File: src/rtl/serial_addsub.sv
// Digit-serial two's-complement adder/subtractor: WIDTH bits, DIGIT bits per clock, LSB first.
// Optional macro SERIAL_ADDSUB_SAT_EN clamps the result to signed saturation on overflow.
module serial_addsub #(
    parameter int WIDTH = 8,
    parameter int DIGIT = 1
) (
    input  logic             clk,
    input  logic             rst,
    input  logic             start,
    input  logic             mode,
    input  logic [WIDTH-1:0] a,
    input  logic [WIDTH-1:0] b,
    output logic             busy,
    output logic             done,
    output logic [WIDTH-1:0] result,
    output logic             cout,
    output logic             ovf
);

    localparam int N  = WIDTH / DIGIT;
    localparam int CW = (N > 1) ? $clog2(N) : 1;
    localparam logic [CW-1:0] LAST = CW'(N - 1);

    localparam logic [1:0] S_IDLE = 2'd0;
    localparam logic [1:0] S_RUN  = 2'd1;
    localparam logic [1:0] S_DONE = 2'd2;

    generate
        if ((WIDTH < 2) || ((WIDTH % DIGIT) != 0)) begin : g_param_check
            $error("serial_addsub: WIDTH must be >= 2 and a multiple of DIGIT");
        end
    endgenerate

    logic [1:0]       state_reg;
    logic [CW-1:0]    cnt_reg;
    logic             carry_reg;
    logic             mode_reg;
    logic [WIDTH-1:0] a_sh_reg;
    logic [WIDTH-1:0] b_sh_reg;
    logic [WIDTH-1:0] sum_reg;
    logic [WIDTH-1:0] result_reg;
    logic             cout_reg;
    logic             ovf_reg;

    // Subtraction is A + ~B + 1: B is inverted here, the +1 comes from the initial carry.
    logic [WIDTH-1:0] b_eff;
    genvar gi;
    generate
        for (gi = 0; gi < WIDTH; gi++) begin : g_binv
            assign b_eff[gi] = b[gi] ^ mode;
        end
    endgenerate

    logic [DIGIT:0]         slice;
    logic [DIGIT-1:0]       slice_sum;
    logic                   slice_carry;
    logic [WIDTH+DIGIT-1:0] sum_wide;
    logic [WIDTH-1:0]       sum_next;
    logic                   a_msb;
    logic                   bx_msb;
    logic                   ovf_next;
    logic                   cout_next;
    logic [WIDTH-1:0]       result_next;

    always_comb begin
        slice       = (DIGIT+1)'(a_sh_reg[DIGIT-1:0]) + (DIGIT+1)'(b_sh_reg[DIGIT-1:0])
                    + (DIGIT+1)'(carry_reg);
        slice_sum   = slice[DIGIT-1:0];
        slice_carry = slice[DIGIT];
        sum_wide    = {slice_sum, sum_reg};
        sum_next    = sum_wide[WIDTH+DIGIT-1:DIGIT];
        // On the last digit the low slice of each shift register holds the operand MSBs.
        a_msb       = a_sh_reg[DIGIT-1];
        bx_msb      = b_sh_reg[DIGIT-1];
        ovf_next    = (a_msb == bx_msb) && (slice_sum[DIGIT-1] != a_msb);
        cout_next   = slice_carry ^ mode_reg;
`ifdef SERIAL_ADDSUB_SAT_EN
        if (ovf_next)
            result_next = a_msb ? {1'b1, {(WIDTH-1){1'b0}}} : {1'b0, {(WIDTH-1){1'b1}}};
        else
            result_next = sum_next;
`else
        result_next = sum_next;
`endif
    end

    always_ff @(posedge clk) begin
        if (rst) begin
            state_reg  <= S_IDLE;
            cnt_reg    <= '0;
            carry_reg  <= 1'b0;
            mode_reg   <= 1'b0;
            a_sh_reg   <= '0;
            b_sh_reg   <= '0;
            sum_reg    <= '0;
            result_reg <= '0;
            cout_reg   <= 1'b0;
            ovf_reg    <= 1'b0;
        end else begin
            case (state_reg)
                S_IDLE, S_DONE: begin
                    if (start) begin
                        a_sh_reg  <= a;
                        b_sh_reg  <= b_eff;
                        carry_reg <= mode;
                        mode_reg  <= mode;
                        cnt_reg   <= '0;
                        sum_reg   <= '0;
                        state_reg <= S_RUN;
                    end else begin
                        state_reg <= S_IDLE;
                    end
                end
                S_RUN: begin
                    a_sh_reg  <= a_sh_reg >> DIGIT;
                    b_sh_reg  <= b_sh_reg >> DIGIT;
                    carry_reg <= slice_carry;
                    sum_reg   <= sum_next;
                    cnt_reg   <= cnt_reg + 1'b1;
                    if (cnt_reg == LAST) begin
                        result_reg <= result_next;
                        cout_reg   <= cout_next;
                        ovf_reg    <= ovf_next;
                        state_reg  <= S_DONE;
                    end
                end
                default: state_reg <= S_IDLE;
            endcase
        end
    end

    assign busy   = (state_reg == S_RUN);
    assign done   = (state_reg == S_DONE);
    assign result = result_reg;
    assign cout   = cout_reg;
    assign ovf    = ovf_reg;

endmodule
File: config.mk
export PLATFORM = sky130hd
export DESIGN_NAME = serial_addsub
export DESIGN_NICKNAME = d
export VERILOG_FILES = /design/src/rtl/serial_addsub.sv
export SDC_FILE = /design/constraint.sdc
export NUM_CORES = 1
export LEC_CHECK = 0
export BUFFER_PORTS_ARGS = -buffer_cell sky130_fd_sc_hd__buf_4
export CAP_MARGIN = 20
export CORE_AREA = 2 2 63 65
export DETAILED_ROUTE_END_ITERATION = 8
export DIE_AREA = 0 0 65 67
export PLACE_DENSITY = 0.78
export SLEW_MARGIN = 20
export SYNTH_ARGS = -nofsm -noshare
export SYNTH_HDL_FRONTEND = slang
export SYNTH_SLANG_ARGS = --single-unit
export TNS_END_PERCENT = 30
File: constraint.sdc
create_clock -name clk -period 2.25 [get_ports clk]
set_clock_uncertainty 0.2 [all_clocks]
set_input_delay 0.1125 -clock clk [delete_from_list [all_inputs] [get_ports clk]]
set_output_delay 0.1125 -clock clk [all_outputs]
set_load 0.1 [all_outputs]
==> impl_metrics.json, run 1 <==
{
  "netlist_area_mm2": 0.00172,
  "finalSetupTns_ns": 0,
  "portBuffers": 31,
  "hold_path.class": "primary input to flop",
  "largest_net_degree_at_the_start_of_global_routing": 41,
  "antenna_violating_nets_post_route": 0,
  "vias_after_detailed_routing": 1491,
  "clock_sink_count": 40,
  "synth_enable_flop_cells": 0,
  "synth_seq_area_share_pct": 46.5,
  "clock_path_buffers": 2,
  "maxCapViolations": 0,
  "reg2reg_depth": 4,
  "critical_path_class": "flop to output pin",
  "grt_setup_unrepaired": "false",
  "gr-total-overflow": 0,
  "min_period_ns": 1.85,
  "routed.top_layer": "met4",
  "clock_insertion_delay_worst_skew_ns": 0.29,
  "floorplan.io_pins": 32,
  "timing.final.setup_violations": 0,
  "rr_startpoint": "a_sh_reg[0]$_SDFFE_PP0P_",
  "critical_path_peak_fanout": 25,
  "detailedPlace.worstSlack_ns": 0.443,
  "cp_slowest_stage_delay_ns": 0.43,
  "critical_path.endpoint_type": "output pin",
  "top_cell_type_by_total_area_after_synthesis": "dfxtp_1",
  "worstHoldPathCells": 4,
  "rrSetupSlack_ns": 0.44,
  "crit-reg2reg-capture": "ovf$_SDFFE_PP0P_",
  "synth.lib_cells_used.distinct": 29,
  "floorplan.rows": 22,
  "detail_route.wirelength.met1_um": 1570,
  "synth_nets": 218,
  "dp.final_hpwl_um": 2160,
  "floorplan.die.width_um": 65,
  "drt_iter0_markers": 111,
  "crit_arrival_ns": 1.53,
  "drc": 0,
  "fmax_ghz": 0.542,
  "layout.nets": 252,
  "setup.worst_path.start_class": "flop",
  "worstPathBufferInverterCount": 2,
  "grt_antenna_before_repair": 0,
  "route.met3.wl_um": 170,
  "clock_tree.root_cell": "clkbuf_8",
  "total_cts_buffers": 5,
  "vdd_drop_max_v": 0.000546,
  "detail_route.wl_per_cell_um": 12.6,
  "die_area_mm2": 0.00436,
  "die_y_um": 67,
  "outcome": "finished, final reports clean",
  "hp-start": "b[6]",
  "critical_path.top_delay_family": "buffers and inverters",
  "timing.hold.worst_endpoint": "b_sh_reg[6]$_SDFFE_PP0P_",
  "crit_chain": "nand2b_2 -> inv_2 -> buf_4",
  "synth_warnings": 0,
  "ys_top_cells_by_area": "dfxtp_1, a21oi_1, nand3_1",
  "cts_htree_levels": 2,
  "register_bit_count_reported_by_yosys": 40,
  "dominantRegCellSynth": "dfxtp_1",
  "core_area_mm2": 0.00361,
  "area_growth_syn_to_layout_pct": 22.9,
  "timing_worst_slew_pin_value_ns": 0.631,
  "clock_tree_from_tritoncts": "done",
  "num_antenna_cells": 0,
  "finish.instance_area_mm2": 0.00212,
  "drt_pass_1_iters": 5,
  "fillerInstances": 340,
  "timing_hold_violations_final": 0,
  "postSynthAreaPerCell_um2": 8.83,
  "layout-drive-gt1-share_pct": 22.2,
  "route.met2.wl_um": 1700,
  "gpl.final_weighted_congestion": 0.752,
  "cp_slowest_cell": "dfxtp_1",
  "final_util_pct": 58.7,
  "postSynth.asyncResetShare_pct": 0,
  "power_leakage_nw": 0.794,
  "slew_violations": 0,
  "worstPathRequired_ns": 1.94,
  "initial_core_util_pct": 47.7,
  "drt_wl_total_um": 3490,
  "fin_crit_sh_pct": 82.1,
  "postSynthCellCount": 195,
  "final-seq-area_um2": 801,
  "post-route-worst-setup-slack_ns": 0.404,
  "multi_input_area_um2": 800,
  "power.density_cell_area_mw_per_mm2": 676,
  "vias_per_cell": 5.36,
  "placed_standard_cell_area_mm2": 0.00192,
  "clock_transition_at_the_register_clock_pins_on_the_worst_setup_and_hold_paths_after_cts_ns": 0.07,
  "synthDominantCellAreaShare_pct": 46.5,
  "first_pass_grt_wire_length_um": 6090,
  "timing.max_slew.rel_slack_pct": 57.9,
  "via_count_of_the_first_global_routing_pass": 1386,
  "grt_use_total_pct": 18.1,
  "postCtsResizedCells": 0
}
-- cells in the mapped netlist, drive strengths merged (2+ instances only) --
library cell and n:
a22oi 14, buf 11, nand2b 4, clkbuf 5, dfxtp 40, nand3 28, nor2 4, ha 2
a21oi 36, inv 4, nand2 28, xor2 8, nor2b 2
-- routing by layer --
layer | vias up | GRT usage, %
met5 | - | 0
met4 | 0 | 6.38
met3 | 5 | 5.24
met2 | 32 | 30.7
met1 | 713 | 21.9
li1 | 741 | -
-- metrics by stage --
stage	total power, mW	hold slack, ns	instances
global route	1.50	0.0388	278
global placement	0.948	0.163	260
finish	1.43	0.0268	278
floorplan	0.910	0.0485	195
detailed placement	0.952	0.176	260
CTS	1.44	0.0169	278
-- what timing repair did --
action,CTS,global route
hold buffers,10,0
setup buffers,0,0
endpoints found under the hold margin,10,0
-- cells by family after synthesis --
logic type	synth area share, %
adders and majority gates	2.62
DFF	46.5
and+or+nand+nor	20.3
xor gates and xnor gates	4.58
AOI/OAI and AO/OA	18.9
buffers and inverters	7.05
-- how the worst max path moves through the flow --
stage	startpoint	end	slack, ns	cells past startpoint
final	state_reg[0]$_SDFFE_PP0P_	busy	0.40	3
after global routing	a_sh_reg[0]$_SDFFE_PP0P_	ovf$_SDFFE_PP0P_	0.33	4
after CTS	state_reg[0]$_SDFFE_PP0P_	busy	0.42	3
after detailed placement	a_sh_reg[0]$_SDFFE_PP0P_	ovf$_SDFFE_PP0P_	0.44	4
after global placement	a_sh_reg[0]$_SDFFE_PP0P_	ovf$_SDFFE_PP0P_	0.51	4
after floorplan	state_reg[0]$_SDFFE_PP0P_	done	0.26	1
-- layout make-up --
class                      count  area share [%]
inverter                       4           0.710
multi-input combinational    135            37.8
clock inverter                 2           0.473
timing repair buffer          43            16.4
clock buffer                   6            3.90
sequential                    40            37.8
tap                           48            2.84
-- worst reg2reg max path, delay by kind of cell (launching register included) --
family                   cells  cell delay (ns)
buffers and inverters        1             0.07
AND/OR/NAND/NOR              1             0.32
AO/OA/AOI/OAI                1             0.25
flip-flops                   1             0.37
adder cells (fa/ha/maj)      1             0.51
-- placed cells by master (no fill, tap or decap), types with 2 or more instances in the layout --
cell	n
dfxtp_1	40
a21oi_1	34
buf_4	33
nand2_1	28
nand3_1	23
a22oi_1	14
dlygate4sd3_1	10
xor2_1	8
clkbuf_8	6
nand3_2	5
nor2_1	4
inv_1	3
nand2b_2	2
nor2b_1	2
a21oi_2	2
nand2b_1	2
ha_1	2
clkinv_2	2
-- where the power goes --
group	internal, mW	total (mW)	switching, mW
logic	0.0823	0.196	0.114
registers	0.737	0.755	0.0181
clock network	0.244	0.480	0.235
total	1.06	1.43	0.367
Power figures use the tool's default switching activity.
==> run 2, diff against run 1 <==
--- a/config.mk
+++ b/config.mk
@@ -5,12 +5,13 @@
 export SDC_FILE = /design/constraint.sdc
 export NUM_CORES = 1
 export LEC_CHECK = 0
+export ABC_AREA = 1
 export BUFFER_PORTS_ARGS = -buffer_cell sky130_fd_sc_hd__buf_4
 export CAP_MARGIN = 20
-export CORE_AREA = 2 2 63 65
+export CORE_AREA = 2 2 64 66
 export DETAILED_ROUTE_END_ITERATION = 8
-export DIE_AREA = 0 0 65 67
-export PLACE_DENSITY = 0.78
+export DIE_AREA = 0 0 66 68
+export PLACE_DENSITY = 0.81
 export SLEW_MARGIN = 20
 export SYNTH_ARGS = -nofsm -noshare
 export SYNTH_HDL_FRONTEND = slang
==> constraint.sdc (replaced) <==
create_clock -name clk -period 1.58 [get_ports clk]
set_clock_uncertainty 0.2 [all_clocks]
set_input_delay 0.079 -clock clk [delete_from_list [all_inputs] [get_ports clk]]
set_output_delay 0.079 -clock clk [all_outputs]
set_load 0.1 [all_outputs]
==> impl_metrics.json, run 2 <==
{
  "rrSetupSlack_ns": 0.01,
  "maxCapViolations": 0,
  "synth_nets": 283,
  "dp.cells": 344,
  "drt_wl_total_um": 4070,
  "clock_tree.root_cell": "clkbuf_8",
  "slew_violations": 0,
  "crit-reg2reg-capture": "ovf$_SDFFE_PP0P_",
  "initial_core_util_pct": 46.7,
  "finalNonFillerCells": 369,
  "critical_path_class": "flop to flop",
  "rr_startpoint": "b_sh_reg[0]$_SDFFE_PP0P_",
  "ys_top_cells_by_area": "dfxtp_1, nand2_1, nand3_1",
  "total_cts_buffers": 5,
  "total_power_mw": 2.06,
  "power.net_switching_mw": 0.549,
  "worstHoldPathCells": 6,
  "clock_path_buffers": 2,
  "timing_hold_violations_final": 0,
  "yosys-top-cells-count": "nand2_1, dfxtp_1, inv_1",
  "clock_sink_count": 40,
  "gr-total-overflow": 0,
  "reg2reg_depth": 7,
  "postSynthCellCount": 260,
  "vias_after_detailed_routing": 1739,
  "layout-drive-gt1-share_pct": 21.9,
  "fin_crit_sh_pct": 99.1,
  "crit_arrival_ns": 1.56,
  "synthDominantCellAreaShare_pct": 44.5,
  "gpl.final_weighted_congestion": 0.797,
  "power.sequential.fraction_pct": 52.3,
  "largest_net_degree_at_the_start_of_global_routing": 22,
  "yosys.cell_count.top_type": "nand2_1",
  "critical_path_peak_fanout": 3,
  "synth_seq_area_share_pct": 44.5,
  "via_count_of_the_first_global_routing_pass": 1548,
  "vias_per_cell": 4.71,
  "power.switching_fraction_pct": 26.7,
  "dominantRegCellSynth": "dfxtp_1",
  "post-route-worst-setup-slack_ns": 0.0146,
  "fmax_ghz": 0.639,
  "netlist_area_mm2": 0.00180,
  "min_period_ns": 1.57,
  "synth_enable_flop_cells": 0,
  "num_antenna_cells": 0,
  "layout.nets": 342,
  "clock_transition_at_the_register_clock_pins_on_the_worst_setup_and_hold_paths_after_cts_ns": 0.07,
  "vdd_drop_max_v": 0.000409,
  "dp.final_hpwl_um": 2720,
  "drt_pass_1_iters": 4,
  "core_area_mm2": 0.00386,
  "power.density_cell_area_mw_per_mm2": 849,
  "synth_warnings": 0,
  "portBuffers": 31,
  "synth.lib_cells_used.distinct": 22,
  "fin_hold_ws_ns": 0.0136,
  "worstPathRequired_ns": 1.57,
  "postSynth.asyncResetShare_pct": 0,
  "layout.cells.most_common": "nand2_1",
  "timing.max_slew.rel_slack_pct": 74.5,
  "floorplan.rows": 23,
  "drc": 0,
  "cellInternalPower_mw": 1.51,
  "register_bit_count_reported_by_yosys": 40,
  "clock_tree_from_tritoncts": "done",
  "cts_htree_levels": 2,
  "hp-start": "b[5]",
  "power_leakage_nw": 1.20,
  "outcome": "finished, final reports clean",
  "antenna_violating_nets_post_route": 0,
  "setup.worst_path.start_class": "flop",
  "detailedPlace.worstSlack_ns": -0.00931,
  "critical_path.endpoint_type": "flop",
  "area_growth_syn_to_layout_pct": 34.7,
  "grt_antenna_before_repair": 0,
  "die_y_um": 68,
  "most-common-layout-cells": "nand2_1, buf_4, dfxtp_1",
  "grt_use_total_pct": 18.9,
  "first_pass_grt_wire_length_um": 6510,
  "grt_setup_unrepaired": "true",
  "combinationalPowerShare_pct": 17.1,
  "top_cell_type_by_total_area_after_synthesis": "dfxtp_1",
  "floorplan.io_pins": 32,
  "clock_insertion_delay_worst_skew_ns": 0.29,
  "hold_path.class": "primary input to flop",
  "drt_iter0_markers": 102,
  "timing.final.setup_violations": 0,
  "detail_route.wl_per_cell_um": 11.0,
  "clock_group_share_of_total_power_pct": 30.6,
  "die_area_mm2": 0.00449,
  "postSynthAreaPerCell_um2": 6.92,
  "timing.hold.worst_endpoint": "b_sh_reg[5]$_SDFFE_PP0P_",
  "floorplan.die.width_um": 66,
  "timing_worst_slew_pin_value_ns": 0.379
}
## run 2: cell count changes in the layout (fill, tap and decap cells not counted), sizes merged, moves of 9 or more
cell and change:
nand2 +78, inv +31, buf +9, a22oi -14
a21oi -14
## run 2: worst max-delay path, cell delays in order (launching register included)
cell and delay, ns:
dfxtp_2 0.35, inv_2 0.05, fa_2 0.59, inv_2 0.05, nand3_2 0.07, nand3_2 0.06, nand3_2 0.05, inv_1 0.04
## run 2: final cells by class
| cell class | count | area, µm² |
|---|---|---|
| Inverter | 37 | 140 |
| Tap cell | 50 | 62.6 |
| Clock inverter | 1 | 5.00 |
| Clock buffer | 6 | 72.6 |
| Timing Repair Buffer | 60 | 510 |
| Multi-Input combinational cell | 175 | 828 |
| Sequential cell | 40 | 805 |
| Fill cell | 355 | 1430 |
## run 2: worst max path at each step
stage	from	endpoint	slack (ns)	cells past startpoint
6_report	b_sh_reg[0]$_SDFFE_PP0P_	ovf$_SDFFE_PP0P_	0.01	7
5_1_grt	a_sh_reg[0]$_SDFFE_PP0P_	ovf$_SDFFE_PP0P_	-0.05	7
4_1_cts	carry_reg$_SDFFE_PP0P_	ovf$_SDFFE_PP0P_	-0.03	7
3_5_place_dp	carry_reg$_SDFFE_PP0P_	ovf$_SDFFE_PP0P_	-0.009	7
3_3_place_gp	cnt_reg[0]$_SDFFE_PP0P_	result[2]$_SDFFE_PP0P_	0.05	8
2_1_floorplan	carry_reg$_SDFFE_PP0P_	ovf$_SDFFE_PP0P_	0.08	7
## run 2: through the flow
step,util (%),area [µm²],TNS [ns]
after floorplan,-,1800,0
after global placement,55.0,2120,0
after detailed placement,55.0,2120,-0.00931
after CTS,61.9,2390,-0.0273
after global routing,62.8,2420,-0.0516
final,62.8,2420,0
## run 2: power by group through the flow
stage               registers, mW  clock network, mW  logic, mW
finish                       1.08              0.629      0.353
global route                 1.08              0.683      0.391
CTS                          1.07              0.644      0.337
detailed placement           1.10                  0      0.296
global placement             1.09                  0      0.288
floorplan                    1.09                  0      0.207
## run 2: what timing repair did
item	CTS	global route
endpoints found under the hold margin	18	0
hold buffers	18	0
setup endpoints to repair	3	13
gates resized for setup	4	14
setup buffers	0	0
pin swaps	0	3
## run 2: kinds of logic after synthesis
family | Yosys count | synth area share [%]
flops | 40 | 44.5
simple gates | 144 | 33.8
compound gates | 26 | 7.23
fa+ha+maj | 3 | 2.50
xor+xnor | 2 | 0.974
buf+inv | 45 | 11.0
## run 2: metal layers
metal	vias up	GRT usage, %	routed length (µm)
li1	917	-	-
met1	787	21.0	1810
met2	27	35.5	2060
met3	8	4.44	127
met4	0	6.12	77
met5	-	0	0
